File: src/rtl/feature_stream_loader_pkg.sv
`default_nettype none
// ============================================================================
//  Module   : feature_stream_loader_pkg
//  Purpose  : Shared types and constants for the feature stream loader:
//             FSM state encoding, feature count, index and class widths.
//  Ports    : (package - none)
//  Revision : 1.0  initial release
// ============================================================================
package feature_stream_loader_pkg;

  localparam int NUM_FEAT = 5;
  localparam int IDX_W    = 3;
  localparam int CLS_W    = 2;
  localparam int CNT_W    = 4;

  // Index value of the last feature byte in a vector.
  localparam logic [IDX_W-1:0] LAST_IDX = IDX_W'(NUM_FEAT - 1);

  typedef enum logic [1:0] {
    LOAD   = 2'd0,
    SETTLE = 2'd1,
    RESULT = 2'd2
  } state_t;

endpackage : feature_stream_loader_pkg
`default_nettype wire

File: src/rtl/feature_stream_loader_settle_timer.sv
`default_nettype none
// ============================================================================
//  Module   : settle_timer
//  Purpose  : Down-counter timing the classifier settle window.
//  Ports    : clk, rst      - clock, async active-high reset
//             load/load_val - preset the count
//             tick          - decrement by one (saturates at zero)
//             zero          - count has reached zero
//  Revision : 1.0  initial release
// ============================================================================
module settle_timer #(
  parameter int CNT_W = 4
) (
  input  logic             clk,
  input  logic             rst,
  input  logic             load,
  input  logic [CNT_W-1:0] load_val,
  input  logic             tick,
  output logic             zero
);

  logic [CNT_W-1:0] r_count;

  always_ff @(posedge clk or posedge rst) begin
    if (rst) begin
      r_count <= '0;
    end else if (load) begin
      r_count <= load_val;
    end else if (tick && (r_count != '0)) begin
      r_count <= r_count - 1'b1;
    end
  end

  assign zero = (r_count == '0);

endmodule : settle_timer
`default_nettype wire

File: src/rtl/feature_stream_loader.sv
`default_nettype none
// ============================================================================
//  Module   : feature_stream_loader
//  Purpose  : Collects five streamed feature bytes into registers X0, X1, X4,
//             X5, X6, waits EVAL_CYCLES for an external classifier to settle,
//             then presents the sampled class on a valid/ready output.
//  Ports    : clk, rst                     - clock, async active-high reset
//             in_valid/in_ready/in_data    - feature byte input handshake
//             X0, X1, X4, X5, X6           - feature vector to classifier
//             cls_in                       - class from the classifier
//             out_valid/out_ready/out_class- result output handshake
//             busy                         - high in SETTLE or RESULT
//  Revision : 1.0  initial release
// ============================================================================
module feature_stream_loader
  import feature_stream_loader_pkg::*;
#(
  parameter int EVAL_CYCLES = 2
) (
  input  logic             clk,
  input  logic             rst,
  input  logic             in_valid,
  output logic             in_ready,
  input  logic [7:0]       in_data,
  output logic [7:0]       X0,
  output logic [7:0]       X1,
  output logic [7:0]       X4,
  output logic [7:0]       X5,
  output logic [7:0]       X6,
  input  logic [CLS_W-1:0] cls_in,
  output logic             out_valid,
  input  logic             out_ready,
  output logic [CLS_W-1:0] out_class,
  output logic             busy
);

  localparam logic [CNT_W-1:0] C_SETTLE_INIT = CNT_W'(EVAL_CYCLES - 1);

  state_t           r_state;
  state_t           w_state_next;
  logic [IDX_W-1:0] r_idx;
  logic             r_in_ready;
  logic             r_out_valid;
  logic             r_busy;
  logic             w_accept;
  logic             w_timer_load;
  logic             w_timer_tick;
  logic             w_timer_zero;
  logic             w_capture;

  // in_ready is a register, so accept never depends combinationally on
  // anything but in_valid and flops.
  assign w_accept = in_valid && r_in_ready;

  settle_timer #(
    .CNT_W (CNT_W)
  ) u_settle_timer (
    .clk      (clk),
    .rst      (rst),
    .load     (w_timer_load),
    .load_val (C_SETTLE_INIT),
    .tick     (w_timer_tick),
    .zero     (w_timer_zero)
  );

  always_ff @(posedge clk or posedge rst) begin
    if (rst) begin
      r_state <= LOAD;
    end else begin
      r_state <= w_state_next;
    end
  end

  always_comb begin
    w_state_next = r_state;
    w_timer_load = 1'b0;
    w_timer_tick = 1'b0;
    w_capture    = 1'b0;
    case (r_state)
      LOAD: begin
        if (w_accept && (r_idx == LAST_IDX)) begin
          w_state_next = SETTLE;
          w_timer_load = 1'b1;
        end
      end
      SETTLE: begin
        // cls_in is sampled only in the last settle cycle.
        if (w_timer_zero) begin
          w_capture    = 1'b1;
          w_state_next = RESULT;
        end else begin
          w_timer_tick = 1'b1;
        end
      end
      RESULT: begin
        if (r_out_valid && out_ready) begin
          w_state_next = LOAD;
        end
      end
      default: w_state_next = LOAD;
    endcase
  end

  // Handshake flags are registered from the next state so they track the
  // state register exactly while staying low throughout reset.
  always_ff @(posedge clk or posedge rst) begin
    if (rst) begin
      r_in_ready  <= 1'b0;
      r_out_valid <= 1'b0;
      r_busy      <= 1'b0;
    end else begin
      r_in_ready  <= (w_state_next == LOAD);
      r_out_valid <= (w_state_next == RESULT);
      r_busy      <= (w_state_next != LOAD);
    end
  end

  always_ff @(posedge clk or posedge rst) begin
    if (rst) begin
      r_idx     <= '0;
      X0        <= '0;
      X1        <= '0;
      X4        <= '0;
      X5        <= '0;
      X6        <= '0;
      out_class <= '0;
    end else begin
      if (w_accept) begin
        case (r_idx)
          3'd0:    X0 <= in_data;
          3'd1:    X1 <= in_data;
          3'd2:    X4 <= in_data;
          3'd3:    X5 <= in_data;
          default: X6 <= in_data;
        endcase
        r_idx <= (r_idx == LAST_IDX) ? '0 : r_idx + 1'b1;
      end
      if (w_capture) begin
        out_class <= cls_in;
      end
    end
  end

  assign in_ready  = r_in_ready;
  assign out_valid = r_out_valid;
  assign busy      = r_busy;

endmodule : feature_stream_loader
`default_nettype wire

File: config.mk
export PLATFORM = sky130hd
export DESIGN_NAME = feature_stream_loader
export DESIGN_NICKNAME = d
export VERILOG_FILES = /design/src/rtl/feature_stream_loader_pkg.sv /design/src/rtl/feature_stream_loader_settle_timer.sv /design/src/rtl/feature_stream_loader.sv
export SDC_FILE = /design/constraint.sdc
export NUM_CORES = 1
export LEC_CHECK = 0
export CORE_MARGIN = 10
export CORE_UTILIZATION = 51
export DETAILED_ROUTE_END_ITERATION = 7
export HOLD_SLACK_MARGIN = 0.06
export PLACE_DENSITY = 0.83
export RECOVER_POWER = 50
export SYNTH_ARGS = -nofsm -noshare
export SYNTH_HDL_FRONTEND = slang
export SYNTH_SLANG_ARGS = --single-unit
File: constraint.sdc
create_clock -name clk -period 2.85 [get_ports clk]
set_input_delay 0.285 -clock clk [delete_from_list [all_inputs] [get_ports clk]]
set_output_delay 0.285 -clock clk [all_outputs]
set_load 0.01 [all_outputs]
==> impl_metrics.env, run 1 <==
export IMPL_root_buffer="clkbuf_8"
export IMPL_layout_setup_ws_ns=0.751
export IMPL_vias=1473
export IMPL_fin_total_pwr_w=0.00354
export IMPL_synth_cells=155
export IMPL_path_cells="inv_1 > ha_1 > nor3b_1 > nand2_1 > mux2_2"
export IMPL_synth_top_family_by_area="multiplexers"
export IMPL_endpoint_kind="register"
export IMPL_numCtsBuffers=5
export IMPL_num_io_pins=59
export IMPL_synthAdderAreaFrac_pct=3.94
export IMPL_diodes=0
export IMPL_required_ns=3.06
export IMPL_hold_class="reg2reg"
export IMPL_rows=23
export IMPL_ys_seq_area_share_pct=60.7
export IMPL_cpPeakStageDelay_ns=0.76
export IMPL_rsz0062_at_grt="no"
export IMPL_r2r_start="u_settle_timer.r_count[0]$_DFFE_PP0P_"
export IMPL_grt_ovfl_total=0
export IMPL_ys_ff_latch=54
export IMPL_clkTransAtPathRegs_ns=0.09
export IMPL_grt_max_degree=31
export IMPL_p_int_w=0.00237
export IMPL_htreeDepth=2
export IMPL_start_kind="register"
export IMPL_die_area_um2=7400
export IMPL_path_class="reg2reg"
export IMPL_cp_arrival_ns=2.31
export IMPL_syn_avg_cell_area_um2=14.4
export IMPL_async_reset_ff_share_pct=100
export IMPL_switching_share_pct=33.1
export IMPL_synth_area_um2=2220
export IMPL_cp_slowest_cell="nor3b_1"
export IMPL_synth_simple_area_share_pct=5.34
export IMPL_cts_hold_buf=0
export IMPL_avgRoutedWirePerCell_um=19.9
export IMPL_port_buffers=58
export IMPL_synth_area_leader_cell="dfrtp_1"
export IMPL_critPathLaunch="u_settle_timer.r_count[0]$_DFFE_PP0P_"
export IMPL_synth_top_cells_by_count="dfrtp_1 (54), mux2_2 (33), inv_1 (10), nand2_1 (9), mux2_4 (8)"
export IMPL_viasPerCell=5.44
export IMPL_cts_resized=0
export IMPL_synth_xor_area_share_pct=0
export IMPL_start_util_pct=54.1
export IMPL_firstDrtPassIters=4
export IMPL_clkLatencyLatePin_ns=0.32
export IMPL_core_um2=4120
export IMPL_reg2reg_to="out_class[1]$_DFFE_PP0P_"
export IMPL_dieHeight_um=86.0
export IMPL_grtUsageTotal_pct=15.7
export IMPL_grt_pass1_wl_um=8990
export IMPL_drc=0
export IMPL_nets=241
export IMPL_synth_mux_area_share_pct=22.6
export IMPL_synthFlopType="dfrtp_1"
export IMPL_postRouteAntennaNets=0
export IMPL_ff2ff_path_depth=5
export IMPL_grt_pass1_vias=1656
export IMPL_yosysTopAreaCellShare_pct=60.7
export IMPL_worstMarginPinSlew_ns=1.07
export IMPL_synth_most_common_cell="dfrtp_1"
export IMPL_antenna_found_initial=0
export IMPL_final_min_clock_period_ns=2.10
export IMPL_dp_hpwl_um=4050
export IMPL_tns_ns=0
export IMPL_setup_viol=0
export IMPL_final_area_um2=2970
export IMPL_area_delta_synth_final_pct=33.7
export IMPL_ys_types=27
export IMPL_postSynthNetCount=176
export IMPL_cts_sinks=54
export IMPL_drtIter0Drc=52
export IMPL_finalMaxSlewViolations=0
export IMPL_drive_above_1_share_pct=22.2
export IMPL_synth_compound_area_share_pct=4.84
export IMPL_worstSetupEndpoint="out_class[1]$_DFFE_PP0P_"
export IMPL_drt_wl_total_um=5400
export IMPL_seq_area_um2=1350
export IMPL_place_area_um2=2870
export IMPL_p_clk_share_pct=14.4
export IMPL_dp_slack_ns=0.770
export IMPL_slew_headroom_pct=28.5
export IMPL_dieWidth_um=86.0
export IMPL_p_switching_w=0.00117
export IMPL_fmax_mhz=477
export IMPL_fin_crit_sh_pct=73.6
export IMPL_regToRegSetupSlack_ns=0.75
export IMPL_p_per_area_nw_per_um2=1190
export IMPL_ys_warn_count=0
export IMPL_synth_edf_count=0
export IMPL_p_leak_nw=1.35
export IMPL_outcome="complete, no violations"
export IMPL_gp_congestion=0.740
export IMPL_critPathMaxFanout=8
export IMPL_fin_worst_skew_ns=0.00843
export IMPL_fill_cells=284
export IMPL_vdd_ir_drop_max_mv=0.635
export IMPL_clockBufferDepth=2
export IMPL_drv_cap=0
export IMPL_seqPwrFrac_pct=38.9
export IMPL_multi_input_area_um2=817
export IMPL_cts_tree="yes"
export IMPL_hold_violations=0
export IMPL_post_cts_setup_buffers=0
export IMPL_ys_top_cells_by_area="dfrtp_1 (61%), mux2_2 (17%), mux2_4 (5.4%), ha_1 (3.9%), inv_1 (1.7%)"
export IMPL_pwr_share_comb_pct=46.7
==> per-stage QoR <==
stage	instances	util [%]	hold slack (ns)
after detailed placement	263	69.8	0.493
after CTS	271	72.5	0.361
after global placement	263	69.8	0.474
after floorplan	155	-	0.417
final	271	72.3	0.506
after global routing	271	72.3	0.527
==> worst min-delay path by stage <==
stage,from,slack [ns],to,cells past startpoint
2_1_floorplan,in_data[2],0.42,X0[2]$_DFFE_PP0P_,1
3_5_place_dp,X5[6]$_DFFE_PP0P_,0.49,X5[6]$_DFFE_PP0P_,1
3_3_place_gp,X0[2]$_DFFE_PP0P_,0.47,X0[2]$_DFFE_PP0P_,1
4_1_cts,rst,0.36,X6[5]$_DFFE_PP0P_,2
6_report,X1[3]$_DFFE_PP0P_,0.51,X1[3]$_DFFE_PP0P_,1
5_1_grt,X5[6]$_DFFE_PP0P_,0.53,X5[6]$_DFFE_PP0P_,1
==> power by group through the flow <==
stage               Clock, W  Combinational [W]  Sequential (W)
CTS                 0.000515            0.00173         0.00138
finish              0.000511            0.00165         0.00138
floorplan                  0           0.000708         0.00150
global placement           0            0.00163         0.00137
global route        0.000555            0.00180         0.00143
detailed placement         0            0.00172         0.00139
==> cells in the final DEF, fill, tap and decap left out, drive strengths merged <==
cell / n
dfrtp: 54
mux2: 42
clkdlybuf4s50: 39
dlygate4sd3: 19
inv: 10
nand2: 9
clkbuf: 8
ha: 7
o21ai: 4
or3: 4
nor3: 3
a21o: 3
nand3: 2
a21oi: 2
and3b: 1
nor2b: 1
a31oi: 1
nor4: 1
a311oi: 1
nor3b: 1
a211o: 1
a211oi: 1
nand2b: 1
o21bai: 1
o21a: 1
o2111ai: 1
clkinvlp: 1
bufinv: 1
buf: 1
==> cell type report <==
cell class | count | share of cell area [%]
Sequential cell | 54 | 45.4
Multi-Input combinational cell | 88 | 27.5
Timing Repair Buffer | 61 | 20.0
Clock buffer | 6 | 2.44
Tap cell | 50 | 2.10
Clock inverter | 2 | 1.26
Inverter | 10 | 1.26
==> flip-flops by register name, summed over array words and instances (netlist names) <==
signal,cells
u_settle_timer.r_count,4
r_idx,3
in_ready,1
busy,1
out_class,2
r_state,2
out_valid,1
X5,8
X0,8
X1,8
X4,8
X6,8
==> worst max-delay path, delay by kind of cell (launching register included) <==
family,cells,cell delay [ns]
and+or+nand+nor,2,0.97
muxes,1,0.32
buffers and inverters,1,0.11
DFF,1,0.42
adders and majority gates,1,0.18
==> kinds of logic after synthesis <==
logic type / Yosys count
mux: 42
flops: 54
simple gates: 23
buf+inv: 13
compound gates: 16
fa+ha+maj: 7
==> routing by layer <==
metal	part of all wire [%]	vias to the layer above	GRT usage, %	routed length, µm
li1	-	677	-	-
met1	42	727	17.1	2250
met2	47	54	25.3	2570
met3	8.3	15	7.85	446
met4	2.7	0	6.29	145
met5	0	-	0	0
Power figures use the tool's default switching activity.
==> run 2, diff against run 1 <==
--- a/config.mk
+++ b/config.mk
@@ -6,10 +6,10 @@
 export NUM_CORES = 1
 export LEC_CHECK = 0
 export CORE_MARGIN = 10
-export CORE_UTILIZATION = 51
+export CORE_UTILIZATION = 43
 export DETAILED_ROUTE_END_ITERATION = 7
 export HOLD_SLACK_MARGIN = 0.06
-export PLACE_DENSITY = 0.83
+export PLACE_DENSITY = 0.75
 export RECOVER_POWER = 50
 export SYNTH_ARGS = -nofsm -noshare
 export SYNTH_HDL_FRONTEND = slang
==> constraint.sdc (replaced) <==
create_clock -name clk -period 1.9 [get_ports clk]
set_input_delay 0.19 -clock clk [delete_from_list [all_inputs] [get_ports clk]]
set_output_delay 0.19 -clock clk [all_outputs]
set_load 0.01 [all_outputs]
==> run 2 against run 1 <==
  * Sequential share of layout area down 1.4 points
  * Clock power up 20%
  * First-iteration DRC count up 56%
  * Critical path depth unchanged
  * Core utilization down 12 points
  * Die area up 14%
  * Clock-buffer cell count unchanged
  * Sequential cell count unchanged
  * Via count down 1.2%
  * Non-clock buffer count up 8
  * Sequential power up 49%
  * Critical endpoint is now X6[2]$_DFFE_PP0P_
==> impl_metrics.env, run 2 (synthesis gave the netlist of run 1 again) <==
export IMPL_outcome="complete, no violations"
export IMPL_grt_max_degree=55
export IMPL_htreeDepth=2
export IMPL_grt_pass1_wl_um=8090
export IMPL_start_util_pct=43.8
export IMPL_vias=1456
export IMPL_final_min_clock_period_ns=1.86
export IMPL_fin_cells=299
export IMPL_fin_worst_skew_ns=0.00970
export IMPL_drc=0
export IMPL_p_per_area_nw_per_um2=1730
export IMPL_min_delay_start="cls_in[1]"
export IMPL_fmax_mhz=536
export IMPL_cts_tree="yes"
export IMPL_die_area_um2=8450
export IMPL_cts_hold_buf=0
export IMPL_firstDrtPassIters=3
export IMPL_postRouteAntennaNets=0
export IMPL_critPathLaunch="r_idx[1]$_DFFE_PP0P_"
export IMPL_finalMaxSlewViolations=0
export IMPL_required_ns=2.09
export IMPL_fill_cells=438
export IMPL_clkLatencyLatePin_ns=0.30
export IMPL_dieHeight_um=91.9
export IMPL_start_kind="register"
export IMPL_grtUsageTotal_pct=11.7
export IMPL_avgRoutedWirePerCell_um=16.3
export IMPL_cp_arrival_ns=2.05
export IMPL_drtIter0Drc=81
export IMPL_setup_viol=0
export IMPL_grt_pass1_vias=1551
export IMPL_path_class="reg2reg"
export IMPL_critPathMaxFanout=8
export IMPL_dp_hpwl_um=3690
export IMPL_hold_class="in2reg"
export IMPL_rows=26
export IMPL_drv_cap=0
export IMPL_area_delta_synth_final_pct=37.8
export IMPL_cpLargestDelayFamily="compound AO/OA/AOI/OAI gates"
export IMPL_drive_above_1_share_pct=27.9
export IMPL_antenna_found_initial=0
export IMPL_r2r_start="r_idx[1]$_DFFE_PP0P_"
export IMPL_nets=249
export IMPL_vdd_ir_drop_max_mv=0.682
export IMPL_drt_wl_total_um=4870
export IMPL_cpPeakStageDelay_ns=0.42
export IMPL_diodes=0
export IMPL_final_common_cell="clkdlybuf4s50_1"
export IMPL_numCtsBuffers=5
export IMPL_cts_sinks=54
export IMPL_p_leak_nw=1.37
export IMPL_clockBufferDepth=2
export IMPL_port_buffers=58
export IMPL_core_um2=5070
export IMPL_critPathBufInv=1
export IMPL_root_buffer="clkbuf_8"
export IMPL_viasPerCell=4.87
export IMPL_grt_ovfl_total=0
export IMPL_hold_slack_ns=0.495
export IMPL_dieWidth_um=91.9
export IMPL_post_cts_setup_buffers=0
export IMPL_fin_total_pwr_w=0.00530
export IMPL_path_cells="inv_2 > ha_2 > or3_4 > a211o_4 > mux2_4"
export IMPL_rsz0062_at_grt="yes"
export IMPL_clkTransAtPathRegs_ns=0.09
export IMPL_dpl_cell_count=291
export IMPL_cp_slowest_cell="a211o_4"
export IMPL_most_common_layout_cells="clkdlybuf4s50_1 (57), dfrtp_1 (54), mux2_2 (33)"
export IMPL_worstMarginPinSlew_ns=1.29
export IMPL_num_io_pins=59
export IMPL_fin_crit_sh_pct=98.1
export IMPL_slew_headroom_pct=14.1
export IMPL_gp_congestion=0.723
export IMPL_endpoint_kind="register"
export IMPL_hold_violations=0
-- run 2: worst paths after layout --
kind                                       endpoint  slack (ns)  depth (start not counted)
setup reg to reg                  X6[2]$_DFFE_PP0P_        0.04                          5
min in group asynchronous         X6[5]$_DFFE_PP0P_        0.75                          3
hold reg to reg                   X5[2]$_DFFE_PP0P_        0.51                          1
setup / recovery                  X6[2]$_DFFE_PP0P_        0.04                          5
hold / removal             out_class[1]$_DFFE_PP0P_        0.49                          2
max in group asynchronous         X4[7]$_DFFE_PP0P_        0.38                          3
-- run 2: report_power, final --
part           switching, W  internal [W]  leakage, nW
logic               0.00102       0.00162        0.674
registers          0.000335       0.00172        0.651
clock network      0.000353      0.000261       0.0452
total               0.00170       0.00360         1.37
-- run 2: per-stage QoR --
step / util, % / TNS [ns] / worst slack, ns / area (µm²)
2_1_floorplan: - / 0 / 0.0395 / 2220
3_3_place_gp: 58.5 / -0.215 / -0.0275 / 2970
3_5_place_dp: 58.5 / -0.680 / -0.0865 / 2970
4_1_cts: 60.4 / 0 / 0.00651 / 3060
5_1_grt: 60.4 / -0.190 / -0.0344 / 3070
6_report: 60.4 / 0 / 0.0354 / 3070
-- run 2: metal layers --
| metal | GRT usage [%] | part of all wire [%] | up-vias | routed length, µm |
|---|---|---|---|---|
| met5 | 0 | 0 | - | 0 |
| met3 | 5.13 | 7.8 | 7 | 378 |
| met2 | 17.8 | 46 | 46 | 2240 |
| met1 | 14.9 | 45 | 715 | 2200 |
| met4 | 2.70 | 1.1 | 0 | 53 |
| li1 | - | - | 688 | - |
-- run 2: layout make-up --
type | count | area, µm² | area share [%]
clock inverters | 2 | 13.8 | 0.449
repair buffers | 69 | 657 | 21.4
flip-flops and latches | 54 | 1350 | 44.1
clock buffers | 6 | 72.6 | 2.37
multi-input cells | 88 | 846 | 27.6
inverters | 10 | 37.5 | 1.22
well taps | 70 | 87.6 | 2.86
-- run 2: timing repair --
action	CTS	global route
setup endpoints to repair	8	8
pin swaps	1	1
gates resized for setup	2	6
==> run 3, diff against run 2 <==
--- a/config.mk
+++ b/config.mk
@@ -5,7 +5,7 @@
 export SDC_FILE = /design/constraint.sdc
 export NUM_CORES = 1
 export LEC_CHECK = 0
-export CORE_MARGIN = 10
+export CORE_MARGIN = 3
 export CORE_UTILIZATION = 43
 export DETAILED_ROUTE_END_ITERATION = 7
 export HOLD_SLACK_MARGIN = 0.06
==> run 3 against run 2 <==
  * Clock skew down 0.0055 ns
  * Setup slack better by 0.0028 ns
  * Non-clock buffer count up 2
  * Combinational power down 3%
  * Clock power up 24%
  * Worst hold slack worse by 0.0060 ns
  * Sequential power about the same
  * Routed wire length down 7.9%
  * Total power up 1.8%
  * Largest power group unchanged
==> impl_metrics.env, run 3 (synthesis gave the netlist of run 1 again) <==
export IMPL_outcome="complete, no violations"
export IMPL_setup_viol=0
export IMPL_switching_share_pct=31.4
export IMPL_rows=25
export IMPL_grt_ovfl_total=0
export IMPL_path_class="reg2reg"
export IMPL_drive_above_1_share_pct=26.4
export IMPL_vias=1494
export IMPL_drv_cap=0
export IMPL_drtIter0Drc=86
export IMPL_slew_headroom_pct=15.2
export IMPL_cp_slowest_cell="a211o_4"
export IMPL_drc=0
export IMPL_vdd_ir_drop_max_mv=0.706
export IMPL_numCtsBuffers=5
export IMPL_cts_tree="yes"
export IMPL_p_leak_nw=1.37
export IMPL_fin_crit_sh_pct=98.0
export IMPL_cpLargestDelayFamily="compound AO/OA/AOI/OAI gates"
export IMPL_critPathBufInv=1
export IMPL_postRouteAntennaNets=0
export IMPL_seq_area_um2=1350
export IMPL_port_buffers=58
export IMPL_die_area_um2=6070
export IMPL_grt_pass1_vias=1465
export IMPL_most_common_layout_cells="clkdlybuf4s50_1 (55), dfrtp_1 (54), mux2_2 (33)"
export IMPL_multi_input_area_um2=848
export IMPL_avgRoutedWirePerCell_um=15.0
export IMPL_cts_hold_buf=0
export IMPL_final_common_cell="clkdlybuf4s50_1"
export IMPL_p_clk_share_pct=14.1
export IMPL_final_min_clock_period_ns=1.86
export IMPL_grtUsageMet2_pct=25.2
export IMPL_dieWidth_um=77.9
export IMPL_fmax_mhz=537
export IMPL_pwr_share_comb_pct=47.7
export IMPL_required_ns=2.10
export IMPL_gp_congestion=0.721
export IMPL_hold_slack_ns=0.489
export IMPL_p_int_w=0.00370
export IMPL_htreeDepth=2
export IMPL_reg2reg_to="X6[6]$_DFFE_PP0P_"
export IMPL_firstDrtPassIters=4
export IMPL_start_util_pct=45.9
export IMPL_clockBufferDepth=2
export IMPL_critPathMaxFanout=8
export IMPL_area_delta_synth_final_pct=38.5
export IMPL_post_route_util_pct=63.5
export IMPL_whs_path_depth=2
export IMPL_nets=251
export IMPL_cts_sinks=54
export IMPL_top_usage_layer="met2"
export IMPL_grt_use_met3_pct=4.76
export IMPL_dieHeight_um=77.9
export IMPL_drt_wl_total_um=4480
export IMPL_ff2ff_path_depth=5
export IMPL_cpPeakStageDelay_ns=0.42
export IMPL_num_io_pins=59
export IMPL_viasPerCell=5.01
export IMPL_antenna_found_initial=0
export IMPL_path_depth=5
export IMPL_grt_pass1_wl_um=7360
export IMPL_endpoint_kind="register"
export IMPL_cp_arrival_ns=2.06
export IMPL_grt_max_degree=55
export IMPL_grtUsageTotal_pct=15.8
export IMPL_clkLatencyLatePin_ns=0.31
export IMPL_dp_hpwl_um=3180
export IMPL_grt_use_met1_pct=20.3
export IMPL_hold_violations=0
export IMPL_diodes=0
export IMPL_min_delay_start="cls_in[1]"
export IMPL_r2r_start="r_idx[1]$_DFFE_PP0P_"
export IMPL_finalMaxSlewViolations=0
export IMPL_p_per_area_nw_per_um2=1750
export IMPL_clkTransAtPathRegs_ns=0.09
export IMPL_hold_class="in2reg"
export IMPL_root_buffer="clkbuf_8"
export IMPL_worstMarginPinSlew_ns=1.27
export IMPL_tns_ns=0
export IMPL_path_cells="inv_2 > ha_2 > or3_4 > a211o_4 > mux2_4"
export IMPL_holdPathEnd="out_class[1]$_DFFE_PP0P_"
export IMPL_fin_worst_skew_ns=0.00418
export IMPL_regToRegSetupSlack_ns=0.04
export IMPL_fill_cells=393
export IMPL_start_kind="register"
export IMPL_p_switching_w=0.00169
export IMPL_seqPwrFrac_pct=38.2
export IMPL_core_um2=4850
==> run 3: power groups by stage <==
| stage | registers, W | logic (W) | clock network [W] |
|---|---|---|---|
| floorplan | 0.00225 | 0.00106 | 0 |
| global placement | 0.00207 | 0.00251 | 0 |
| global route | 0.00214 | 0.00278 | 0.000824 |
| finish | 0.00206 | 0.00257 | 0.000760 |
| CTS | 0.00206 | 0.00262 | 0.000783 |
| detailed placement | 0.00208 | 0.00257 | 0 |
==> run 3: repair_timing <==
action                                  in CTS  in global routing
resized for setup                            2                  7
pin swaps                                    1                  1
endpoints found under the setup margin       8                  8
setup buffers                                1                  0
==> run 3: per-layer routing <==
metal,vias to the layer above,part of all wire [%]
li1,705,-
met3,6,5.7
met1,738,45
met5,-,0
met2,45,47
met4,0,1.7
==> run 3: how the worst max path moves through the flow <==
stage | startpoint | slack, ns | to
floorplan | r_idx[0]$_DFFE_PP0P_ | 0.04 | X6[0]$_DFFE_PP0P_
global placement | r_idx[1]$_DFFE_PP0P_ | -0.03 | X6[5]$_DFFE_PP0P_
global route | r_idx[1]$_DFFE_PP0P_ | -0.008 | X6[5]$_DFFE_PP0P_
CTS | r_idx[0]$_DFFE_PP0P_ | 0.007 | X6[0]$_DFFE_PP0P_
finish | r_idx[1]$_DFFE_PP0P_ | 0.04 | X6[6]$_DFFE_PP0P_
detailed placement | r_idx[1]$_DFFE_PP0P_ | -0.10 | X6[5]$_DFFE_PP0P_
==> run 3: final cells by class <==
| cell class | instances | share of cell area, % |
|---|---|---|
| clock inverters | 2 | 1.22 |
| clock buffers | 6 | 2.36 |
| flip-flops and latches | 54 | 43.9 |
| well taps | 67 | 2.72 |
| multi-input cells | 88 | 27.5 |
| repair buffers | 71 | 21.1 |
| inverters | 10 | 1.22 |
==> run 3: through the flow <==
step	total power, W	area (µm²)	instances	setup slack (ns)
after floorplan	0.00332	2220	155	0.0395
after global placement	0.00458	2970	289	-0.0328
after detailed placement	0.00465	2970	289	-0.102
after CTS	0.00546	3100	298	0.00709
after global routing	0.00574	3080	298	-0.00843
final	0.00539	3080	298	0.0383
